$ cat config.mk
export PLATFORM = sky130hd
export DESIGN_NAME = pc_ctrl
export DESIGN_NICKNAME = d
export VERILOG_FILES = /design/src/rtl/pc_ctrl.sv
export SDC_FILE = /design/constraint.sdc
export NUM_CORES = 1
export LEC_CHECK = 0
export BUFFER_PORTS_ARGS = -buffer_cell sky130_fd_sc_hd__buf_2
export CAP_MARGIN = 40
export CORE_ASPECT_RATIO = 2
export CORE_UTILIZATION = 47
export CTS_CLUSTER_SIZE = 10
export DETAILED_ROUTE_END_ITERATION = 8
export SETUP_SLACK_MARGIN = 0.15
export SLEW_MARGIN = 20
export SYNTH_ARGS = -nofsm -noshare
export SYNTH_HDL_FRONTEND = slang
export SYNTH_SLANG_ARGS = --single-unit
$ cat constraint.sdc
create_clock -name CLK -period 4.4 [get_ports CLK]
set_input_delay 0.44 -clock CLK [delete_from_list [all_inputs] [get_ports CLK]]
set_output_delay 0.44 -clock CLK [all_outputs]
set_load 0.05 [all_outputs]
$ cat src/rtl/pc_ctrl.sv
// pc_ctrl: program-run sequencer for a simple core. Decodes branch and
// halt instructions, looks up branch offsets in a small writable table,
// and issues single-cycle branch strobes to the program counter. The
// instruction behind each taken branch is marked as a shadow slot.
module pc_ctrl #(
    parameter int DATA_W = 8
) (
    input  logic              CLK,
    input  logic              init,
    input  logic              start,
    input  logic [8:0]        instr,
    input  logic              zero_flag,
    input  logic              halt,
    input  logic              lut_we,
    input  logic [3:0]        lut_addr,
    input  logic [DATA_W-1:0] lut_data,
    output logic              pc_init,
    output logic              branch_en,
    output logic [DATA_W-1:0] branch_val,
    output logic              squash,
    output logic              busy,
    output logic              done,
    output logic [7:0]        taken_cnt
);

    localparam logic [1:0] S_IDLE = 2'd0;
    localparam logic [1:0] S_INIT = 2'd1;
    localparam logic [1:0] S_RUN  = 2'd2;
    localparam logic [1:0] S_DONE = 2'd3;

    localparam logic [4:0] OP_BNZ = 5'b11100;
    localparam logic [4:0] OP_BZ  = 5'b11101;
    localparam logic [4:0] OP_JMP = 5'b11110;
    localparam logic [8:0] INSTR_HALT = 9'h1FF;

    logic [1:0]        state;
    logic [1:0]        state_nxt;
    logic [DATA_W-1:0] lut [16];

    // Stage p1: registered branch strobe and its offset
    logic              vld_p1;
    logic [DATA_W-1:0] bval_p1;
    logic [7:0]        cnt;

    logic exec;
    logic stop;
    logic br_cond;
    logic br_taken;

    // Count of taken branches holds at all-ones instead of wrapping.
    function automatic logic [7:0] sat_inc(input logic [7:0] v);
        return (v == 8'hFF) ? v : v + 8'd1;
    endfunction

    // Decode the current instruction; a shadow slot decodes nothing, and
    // any halt request in the same cycle suppresses a taken branch.
    always_comb begin
        exec    = (state == S_RUN) && !vld_p1;
        stop    = (state == S_RUN) && (halt || (exec && (instr == INSTR_HALT)));
        br_cond = 1'b0;
        case (instr[8:4])
            OP_BNZ:  br_cond = !zero_flag;
            OP_BZ:   br_cond = zero_flag;
            OP_JMP:  br_cond = 1'b1;
            default: br_cond = 1'b0;
        endcase
        br_taken = exec && !stop && br_cond;
    end

    // Next-state selection; start only matters in IDLE and DONE.
    always_comb begin
        state_nxt = state;
        case (state)
            S_IDLE:  if (start) state_nxt = S_INIT;
            S_INIT:  state_nxt = S_RUN;
            S_RUN:   if (stop) state_nxt = S_DONE;
            S_DONE:  if (start) state_nxt = S_INIT;
            default: state_nxt = S_IDLE;
        endcase
    end

    // State register.
    always_ff @(posedge CLK) begin
        if (init) state <= S_IDLE;
        else      state <= state_nxt;
    end

    // Offset table; a same-edge write and capture sees the old entry.
    always_ff @(posedge CLK) begin
        if (init) begin
            for (int i = 0; i < 16; i++) lut[i] <= '0;
        end else if (lut_we) begin
            lut[lut_addr] <= lut_data;
        end
    end

    // Branch strobe pipeline: one-cycle pulse with offset, zero otherwise.
    always_ff @(posedge CLK) begin
        if (init) begin
            vld_p1  <= 1'b0;
            bval_p1 <= '0;
        end else begin
            vld_p1  <= br_taken;
            bval_p1 <= br_taken ? lut[instr[3:0]] : '0;
        end
    end

    // Taken-branch counter, cleared on entry to INIT.
    always_ff @(posedge CLK) begin
        if (init)                      cnt <= 8'h00;
        else if (state_nxt == S_INIT)  cnt <= 8'h00;
        else if (br_taken)             cnt <= sat_inc(cnt);
    end

    assign pc_init    = (state == S_INIT);
    assign busy       = (state == S_INIT) || (state == S_RUN);
    assign done       = (state == S_DONE);
    assign branch_en  = vld_p1;
    assign squash     = vld_p1;
    assign branch_val = bval_p1;
    assign taken_cnt  = cnt;

endmodule

==> impl_metrics.ini <==
[detailed_routing]
avgViaCountPerCell = 5.45
vias = 3889
drtPass1Iterations = 4
wl_per_cell_um = 21.5
drt_iter0_drc = 256
finalWirelength_mm = 15.4
final_antenna_net_count = 0
drc = 0

[sta]
min_period_ns = 2.19
tightest_slew_ns = 0.676
setup_viol = 0
rsz0062_at_grt = no
holdWs_ns = 0.350
maxSlewHeadroom_pct = 54.6
hold_violations = 0
timing.final.crit_share_pct = 49.7
finClkSkew_ns = 0.00664
totalNegativeSetupSlack_ns = 0
drv_slew = 0
fmaxAchievable_ghz = 0.457

[floorplanning]
die-area_um2 = 14900
initial_core_util_pct = 48.3
io_pins = 48
die_w_um = 86.7
die_height_um = 171
rows = 61
core_area_um2 = 14000

[worst_setup_path]
cp_max_fo = 9
critPathKind = register to register
ff2ff_path_depth = 6
end_kind = register
worstReg2RegEnd = branch_val[2]
rrSetupSlack_ns = 2.21
arrival_ns = 2.52
critical_path_required_ns = 4.73
critPathLaunchType = register
timing.rr.start = state[0]

[grt]
grt_max_degree = 34
grt_pass1_vias = 4120
track_usage_pct = 22.7
antenna_found_initial = 0
grt.overflow.total = 0
grt_pass1_wl_mm = 23.3

[hold_path]
hp-class = input pin to register
hold_depth = 3
hold_path_end = state[1]
worstHoldStart = start

[layout]
area_growth_pct = 15.3
nFillCells = 1142
insertedDiodeCount = 0
layout.nets = 544
layout-drive-gt1-share_pct = 27.7

[clocking]
cts_resized = 0
clock_latency_ns = 0.42
clkTransAtPathRegs_ns = 0.06
numCtsBuffers = 17
clock-root-buffer = clkbuf_16
cts_tree = built
cts_buffer_depth = 2
postCtsSetupBuffers = 0
numClockSinks = 147
postCtsHoldBufs = 0
htree_levels = 4

[power_and_ir_drop]
peakVddDrop_mv = 0.274
p_per_area_nw_per_um2 = 441
power_leakage_nw = 2.80

[run]
cap_viol_max_count = 0

[placed_design]
hpwl_mm = 11.1
numPortBuffers = 47
gp_congestion = 0.786

[logic_synthesis]
async_flop_share_pct = 0
yosysWarnings = 0
yosysTopAreaCell = edfxtp_1
yosys.cell_types.count = 41
synth_top_area_share_pct = 57.0
syn-num-nets = 497
syn_avg_cell_area_um2 = 14.5
synth-main-ff-cell = edfxtp_1
synth_seq_area_share_pct = 62.6
synth_area_um2 = 6750
synth-edff-count = 128
synthesis.instances = 465
synth_area_leaders = edfxtp_1, and2_1, mux4_2
ys_ff_latch = 147

[outcome]
status = finished, final reports clean
## cell families after synthesis
| logic type | Yosys count | synth area share [%] |
|---|---|---|
| adders and majority gates | 5 | 0.927 |
| DFF | 147 | 62.6 |
| buffers and inverters | 29 | 2.02 |
| and+or+nand+nor | 206 | 18.4 |
| muxes | 34 | 11.1 |
| AOI/OAI and AO/OA | 44 | 5.01 |
## placed cells by master, fill, tap and decap left out, types with 2 or more instances in the layout
| cell | netlist | routed |
|---|---|---|
| edfxtp_1 | 128 | 128 |
| clkbuf_16 | 0 | 18 |
| a31oi_1 | 4 | 4 |
| a311oi_1 | 4 | 4 |
| bufinv_16 | 0 | 3 |
| and2_1 | 131 | 131 |
| clkinv_2 | 0 | 2 |
| o31ai_1 | 3 | 3 |
| buf_2 | 4 | 48 |
| ha_1 | 5 | 5 |
| a22oi_1 | 16 | 16 |
| mux4_2 | 32 | 32 |
| or2_2 | 16 | 16 |
| or4_4 | 2 | 2 |
| nor2_1 | 20 | 20 |
| nand3b_1 | 2 | 2 |
| clkbuf_1 | 13 | 2 |
| nand4b_1 | 2 | 2 |
| nand2b_1 | 3 | 3 |
| nand4_1 | 3 | 3 |
| clkinv_4 | 0 | 4 |
| a21oi_1 | 2 | 2 |
| and3_1 | 2 | 2 |
| nor4_1 | 2 | 2 |
| nand2_1 | 6 | 6 |
| buf_4 | 4 | 3 |
| o21ai_0 | 2 | 2 |
| inv_1 | 4 | 4 |
| dfxtp_1 | 19 | 19 |
| nor2b_1 | 4 | 4 |
| nor3_1 | 7 | 7 |
| a21oi_2 | 10 | 10 |
## metrics by stage
step                power (mW)  util (%)  cell area (µm²)  setup WS, ns  cells
floorplan                 1.86         -             6750          2.62    465
global route              3.53      55.7             7780          2.13    713
finish                    3.43      55.7             7780          2.21    713
detailed placement        1.97      51.1             7140          1.92    680
CTS                       3.46      55.5             7750          2.18    711
global placement          1.96      51.0             7120          1.87    679
## flip-flops by register name (all words and copies together), names as in the netlist
name        cells
lut           128
state           2
branch_val      8
taken_cnt       8
branch_en       1
## worst max path at each step
stage | start | endpoint | slack, ns
final | state[0] | branch_val[2] | 2.21
after CTS | state[0] | branch_val[2] | 2.18
after global routing | state[0] | branch_val[2] | 2.13
after floorplan | instr[0] | branch_val[7] | 2.62
after global placement | instr[0] | branch_val[6] | 1.87
after detailed placement | init | lut[8][1] | 1.92
## worst max-delay path, cell delays in order (launching register included)
cell and delay, ns:
dfxtp_1 0.35, inv_1 0.09, ha_1 0.18, nand4_1 0.16, or2_0 0.41, or3_1 0.65
a21oi_2 0.26
## routing by layer
metal | GRT usage (%) | wire length, µm | share of wire [%] | vias to the layer above
met1 | 21.6 | 5410 | 35 | 1933
met5 | 0 | 0 | 0 | -
li1 | - | - | - | 1831
met3 | 4.32 | 368 | 2.4 | 33
met4 | 14.2 | 861 | 5.6 | 0
met2 | 43.3 | 8720 | 57 | 92
## report_power, final
| part | switching (mW) | leakage, nW | internal [mW] |
|---|---|---|---|
| clock | 0.565 | 0.296 | 0.926 |
| combinational | 0.207 | 1.13 | 0.114 |
| sequential | 0.0283 | 1.37 | 1.59 |
| total | 0.801 | 2.80 | 2.63 |
## synthesized netlist by cell type (3+ instances only)
library cell,count
a21oi_2,10
a22oi_1,16
a311oi_1,4
a31oi_1,4
and2_1,131
buf_1,3
buf_2,4
buf_4,4
clkbuf_1,13
dfxtp_1,19
edfxtp_1,128
ha_1,5
inv_1,4
mux4_2,32
nand2_1,6
nand2b_1,3
nand4_1,3
nor2_1,20
nor2b_1,4
nor3_1,7
o31ai_1,3
or2_2,16
## final cells by class
class	instances	area [µm²]	share of cell area (%)
clock buffers	20	458	5.89
inverters	4	15.0	0.193
multi-input cells	289	2390	30.7
clock inverters	11	151	1.95
flip-flops and latches	147	4220	54.3
well taps	189	236	3.04
repair buffers	53	310	3.99
(Power assumes the default switching activity.)
